==> src/rtl/proto_alu_pkg.sv <==
// rtl/proto_alu_pkg.sv - shared types for the proto ALU core
package proto_alu_pkg;

  typedef enum logic [1:0] {
    ADD = 2'b00,
    SUB = 2'b01,
    MUL = 2'b10,
    DIV = 2'b11
  } opcode_e;

  typedef enum logic [1:0] {
    IDLE = 2'b00,
    BUSY = 2'b01,
    DONE = 2'b10
  } state_e;

endpackage

==> src/rtl/proto_alu_muldiv.sv <==
// rtl/proto_alu_muldiv.sv - iterative shift-add multiplier / restoring divider
module proto_alu_muldiv
  import proto_alu_pkg::*;
#(
  parameter int width = 32
) (
  input  logic             clk,
  input  logic             reset,
  input  logic             start,
  input  logic             mode,
  input  logic [width-1:0] operand_a,
  input  logic [width-1:0] operand_b,
  output logic             step_done,
  output logic [width-1:0] result
);

  localparam int CW = $clog2(width + 1);

  // acc: product accumulator / partial remainder
  // x:   multiplier / dividend shifting into quotient
  // y:   multiplicand / divisor
  logic [width-1:0] acc_q, acc_d;
  logic [width-1:0] x_q, x_d;
  logic [width-1:0] y_q, y_d;
  logic [CW-1:0]    cnt_q, cnt_d;
  logic             mode_q, mode_d;

  logic [width-1:0] mul_acc;
  logic [width:0]   div_r;
  logic             div_ge;
  logic [width-1:0] div_sub;

  always_comb begin
    mul_acc = acc_q + (x_q[0] ? y_q : '0);
    div_r   = {acc_q, x_q[width-1]};
    div_ge  = (div_r >= {1'b0, y_q});
    // the true difference is below the divisor, so width bits suffice
    div_sub = div_r[width-1:0] - y_q;

    acc_d  = acc_q;
    x_d    = x_q;
    y_d    = y_q;
    cnt_d  = cnt_q;
    mode_d = mode_q;

    if (start) begin
      acc_d  = '0;
      x_d    = mode ? operand_a : operand_b;
      y_d    = mode ? operand_b : operand_a;
      cnt_d  = CW'(width);
      mode_d = mode;
    end else if (cnt_q != '0) begin
      cnt_d = cnt_q - CW'(1);
      if (mode_q) begin
        acc_d = div_ge ? div_sub : div_r[width-1:0];
        x_d   = {x_q[width-2:0], div_ge};
      end else begin
        acc_d = mul_acc;
        x_d   = x_q >> 1;
        y_d   = y_q << 1;
      end
    end

    step_done = (cnt_q == CW'(1));
    result    = mode_q ? {x_q[width-2:0], div_ge} : mul_acc;
  end

  always_ff @(posedge clk) begin
    if (!reset) begin
      acc_q  <= '0;
      x_q    <= '0;
      y_q    <= '0;
      cnt_q  <= '0;
      mode_q <= 1'b0;
    end else begin
      acc_q  <= acc_d;
      x_q    <= x_d;
      y_q    <= y_d;
      cnt_q  <= cnt_d;
      mode_q <= mode_d;
    end
  end

endmodule

==> src/rtl/proto_alu_core.sv <==
// rtl/proto_alu_core.sv - request/valid ALU with single-cycle ADD/SUB and iterative MUL/DIV
module proto_alu_core
  import proto_alu_pkg::*;
#(
  parameter int width = 32
) (
  input  logic             clk,
  input  logic             reset,
  input  logic             request,
  input  logic [width-1:0] operandA,
  input  logic [width-1:0] operandB,
  input  logic [1:0]       opcode,
  output logic [width-1:0] result,
  output logic             valid
);

  state_e           state_q, state_d;
  logic [width-1:0] result_q, result_d;
  logic             valid_q, valid_d;

  logic             md_start;
  logic             md_mode;
  logic             md_step_done;
  logic [width-1:0] md_result;

  always_comb begin
    state_d  = state_q;
    result_d = result_q;
    valid_d  = valid_q;
    md_start = 1'b0;
    md_mode  = (opcode_e'(opcode) == DIV);

    unique case (state_q)
      IDLE: begin
        if (request) begin
          unique case (opcode_e'(opcode))
            ADD: begin
              result_d = operandA + operandB;
              state_d  = DONE;
              valid_d  = 1'b1;
            end
            SUB: begin
              result_d = operandA - operandB;
              state_d  = DONE;
              valid_d  = 1'b1;
            end
            default: begin
              md_start = 1'b1;
              state_d  = BUSY;
            end
          endcase
        end
      end
      BUSY: begin
        if (md_step_done) begin
          result_d = md_result;
          state_d  = DONE;
          valid_d  = 1'b1;
        end
      end
      DONE: begin
        if (!request) begin
          state_d = IDLE;
          valid_d = 1'b0;
        end
      end
      default: state_d = IDLE;
    endcase
  end

  always_ff @(posedge clk) begin
    if (!reset) begin
      state_q  <= IDLE;
      result_q <= '0;
      valid_q  <= 1'b0;
    end else begin
      state_q  <= state_d;
      result_q <= result_d;
      valid_q  <= valid_d;
    end
  end

  proto_alu_muldiv #(.width(width)) u_muldiv (
    .clk       (clk),
    .reset     (reset),
    .start     (md_start),
    .mode      (md_mode),
    .operand_a (operandA),
    .operand_b (operandB),
    .step_done (md_step_done),
    .result    (md_result)
  );

  assign result = result_q;
  assign valid  = valid_q;

endmodule

==> config.mk <==
export PLATFORM = sky130hd
export DESIGN_NAME = proto_alu_core
export DESIGN_NICKNAME = d
export VERILOG_FILES = /design/src/rtl/proto_alu_pkg.sv /design/src/rtl/proto_alu_muldiv.sv /design/src/rtl/proto_alu_core.sv
export SDC_FILE = /design/constraint.sdc
export NUM_CORES = 1
export LEC_CHECK = 0
export ABC_AREA = 0
export CORE_MARGIN = 1
export CORE_UTILIZATION = 30
export CTS_BUF_LIST = sky130_fd_sc_hd__clkbuf_4
export CTS_CLUSTER_SIZE = 28
export DETAILED_ROUTE_END_ITERATION = 6
export SLEW_MARGIN = 15
export SYNTH_ARGS = -nofsm -noshare
export SYNTH_HDL_FRONTEND = slang
export SYNTH_SLANG_ARGS = --single-unit
==> constraint.sdc <==
create_clock -name clk -period 5.1 [get_ports clk]
set_input_delay 0.765 -clock clk [delete_from_list [all_inputs] [get_ports clk]]
set_output_delay 0.765 -clock clk [all_outputs]
set_load 0.01 [all_outputs]
==> results.cfg <==
[sta]
timing.slew.headroom = 0.2184
fmax_mhz = 226.7
rsz0062_at_grt = no
fin_crit_sh = 0.8650
fin_skew_ns = 0.01401
worstMarginPinSlew_ns = 1.172
hold_violations = 0
fin_setup_tns_ns = 0
fin_crit_ns = 4.412
setup_viol = 0
finalMaxSlewViolations = 0

[clocking]
clk_pin_slew_ns = 0.13
clock_latency_ns = 0.62
cts_buffers = 17
cts_setup_buffers = 0
cts_tree = built
ctsHoldBuffers = 0
cts_root_buffer = clkbuf_4
ctsHtreeMaxLevel = 4
clock_path_buffers = 2
cts_resized = 0
clock-sinks = 138

[synthesis]
synth_edf_count = 0
synth_area_um2 = 13300
yosysMostFrequentCell = nand2_1
synth_top_area_frac = 0.2077
ys_seq_area_frac = 0.2077
synth.distinct_cells = 82
yosys_register_bits = 138
synth_cells = 1840
async_reset_ff_frac = 0
syn_area_per_cell_um2 = 7.228
synth_flop_cell = dfxtp_1
yosysTopAreaCell = dfxtp_1
synthTopCellsByArea = dfxtp_1 21%, ha_1 9.4%, a21oi_1 7.2%
ys_warn_count = 0
syn_nets = 2012
synth_common_cells = 197 x nand2_1, 193 x nor2_1, 191 x a21oi_1

[power]
power_frac_comb = 0.717
sw_frac_of_total = 0.5059
p_leak_uw = 0.006249
p_clk_frac = 0.090
ir_drop_uv = 378.3
switchingPower_uw = 4790
pwr-share-seq = 0.193
p_int_uw = 4678
p_per_area_nw_per_um2 = 616.6

[cells_and_area]
final_nets = 2065
design_area_um2 = 15350
nFillCells = 4653
syn2layout_area_growth_pct = 15.45
drive_gt1_frac = 0.06191
layout.cells.non_filler = 2492

[routing]
wirelength_um = 46550
drtPass1Iterations = 5
drt_iter0_drc = 1109
routed_via_density = 5.572
drcViolationCount = 0
drtAntennaViolNets = 0
vias = 13890
post_drt_wl_per_cell_um = 18.68

[die]
coreArea_um2 = 43360
num_io_pins = 102
die_h_um = 212.5
die_x_um = 212.5
rows = 76
start_util = 0.3067
dieArea_um2 = 45180

[flow_run]
maxCapViolCount = 0

[global_route]
antenna_found_initial = 1
grt-ovfl-total = 0
grt.total_usage = 0.2057
grt_pass1_wl_um = 72550
grt_pass1_vias = 13070
grt_max_degree = 107

[setup_path]
ff2ff_path_depth = 13
start_kind = input port
crit_required_ns = 5.65
ff2ff_setup_slack_ns = 1.07
cp.arrival_ns = 4.96
crit_path_max_fanout = 4
path_class = input port to register
reg2reg_from = u_muldiv.x_q[0]$_SDFFE_PN0P_
end_kind = register
r2r-end = result[25]$_SDFFE_PN0P_

[hold_path]
worstHoldEndpoint = result[8]$_SDFFE_PN0P_
hold_class = register to register
min_path_cells = 2
min_from = result[8]$_SDFFE_PN0P_

[place]
placed_cell_area_um2 = 15030
placed_cells_incl_taps = 2459
dpl.hpwl_um = 34860
gp_congestion = 0.9390
io_buffers = 101

[status]
status = completed
==> power groups by stage <==
| stage | combinational (uW) | sequential [uW] | clock, uW |
|---|---|---|---|
| global placement | 6620 | 1840 | 0 |
| CTS | 6750 | 1820 | 884 |
| detailed placement | 6700 | 1840 | 0 |
| floorplan | 5010 | 1730 | 0 |
| finish | 6790 | 1830 | 851 |
| global route | 7480 | 1870 | 923 |
==> how the worst max path moves through the flow <==
| stage | startpoint | to | slack (ns) | depth (start not counted) |
|---|---|---|---|---|
| CTS | operandB[9] | result[25]$_SDFFE_PN0P_ | 0.76 | 16 |
| detailed placement | operandB[9] | result[25]$_SDFFE_PN0P_ | 0.09 | 16 |
| finish | operandB[9] | result[25]$_SDFFE_PN0P_ | 0.69 | 17 |
| global route | operandB[9] | result[26]$_SDFFE_PN0P_ | 0.39 | 16 |
| floorplan | operandB[2] | result[28]$_SDFFE_PN0P_ | 0.74 | 19 |
| global placement | operandB[9] | result[28]$_SDFFE_PN0P_ | 0.14 | 17 |
==> critical path, stage by stage <==
cell	delay [ns]
clkdlybuf4s50_1	0.42
or4_1	0.63
buf_4	0.19
nor2_1	0.20
a21oi_1	0.12
xnor2_1	0.14
ha_1	0.36
nand4_1	0.13
or3_1	0.38
a21o_1	0.20
a21bo_1	0.20
a31oi_1	0.25
a31oi_1	0.21
o21ai_2	0.25
a211oi_1	0.11
a31o_1	0.19
a211oi_1	0.22
==> cell families (layout without fill, tap and decap cells) <==
kind of cell | Yosys count | after routing | synth area share
fa+ha+maj | 103 | 103 | 0.09860
buf+inv | 188 | 254 | 0.05391
flops | 138 | 138 | 0.2077
mux | 55 | 55 | 0.04299
xor+xnor | 111 | 111 | 0.07310
other cells | 0 | 1 | 0
compound gates | 607 | 607 | 0.3031
simple gates | 638 | 638 | 0.2205
==> area by class of cell <==
type                            count  area [um2]  area share
Clock buffer                       19       142.6    0.009290
Inverter                           66       247.7     0.01614
Tap cell                          585       732.0     0.04767
Antenna cell                        1       2.502   0.0001630
Clock inverter                     13       176.4     0.01149
Multi-Input combinational cell   1514        9847      0.6413
Sequential cell                   138        2766      0.1802
Timing Repair Buffer              156        1439     0.09372
==> stage by stage <==
step | total power [uW] | hold slack, ns | setup slack (ns) | utilization
after floorplan | 6731 | 0.4631 | 0.7445 | -
after CTS | 9445 | 0.4794 | 0.7565 | 0.3540
after global routing | 10270 | 0.4868 | 0.3884 | 0.3541
after global placement | 8459 | 0.4457 | 0.1440 | 0.3467
after detailed placement | 8538 | 0.4601 | 0.09198 | 0.3467
final | 9468 | 0.4720 | 0.6885 | 0.3541
==> state kept, by name, summed over array words and instances (netlist names) <==
name	cells
u_muldiv.x_q	32
result	32
valid	1
u_muldiv.cnt_q	6
u_muldiv.mode_q	1
u_muldiv.acc_q	32
u_muldiv.y_q	32
state_q	2
==> cells in the final DEF, fill, tap and decap left out, drive strengths merged, types with 54 or more instances in the layout <==
| cell | instances |
|---|---|
| clkdlybuf4s50 | 99 |
| ha | 100 |
| a21oi | 192 |
| nor2 | 193 |
| a311oi | 68 |
| nand3 | 88 |
| nand2 | 197 |
| inv | 66 |
| a211oi | 54 |
| buf | 57 |
| dfxtp | 138 |
| xnor2 | 69 |
| o21ai | 101 |
==> routing by layer <==
metal | global-route usage | part of all wire | vias to the layer above
li1 | - | - | 6840
met1 | 0.2826 | 0.47 | 6546
met2 | 0.3247 | 0.44 | 433
met3 | 0.03323 | 0.060 | 67
met4 | 0.06847 | 0.025 | 0
met5 | 0 | 0 | -
(Power assumes the default switching activity.)
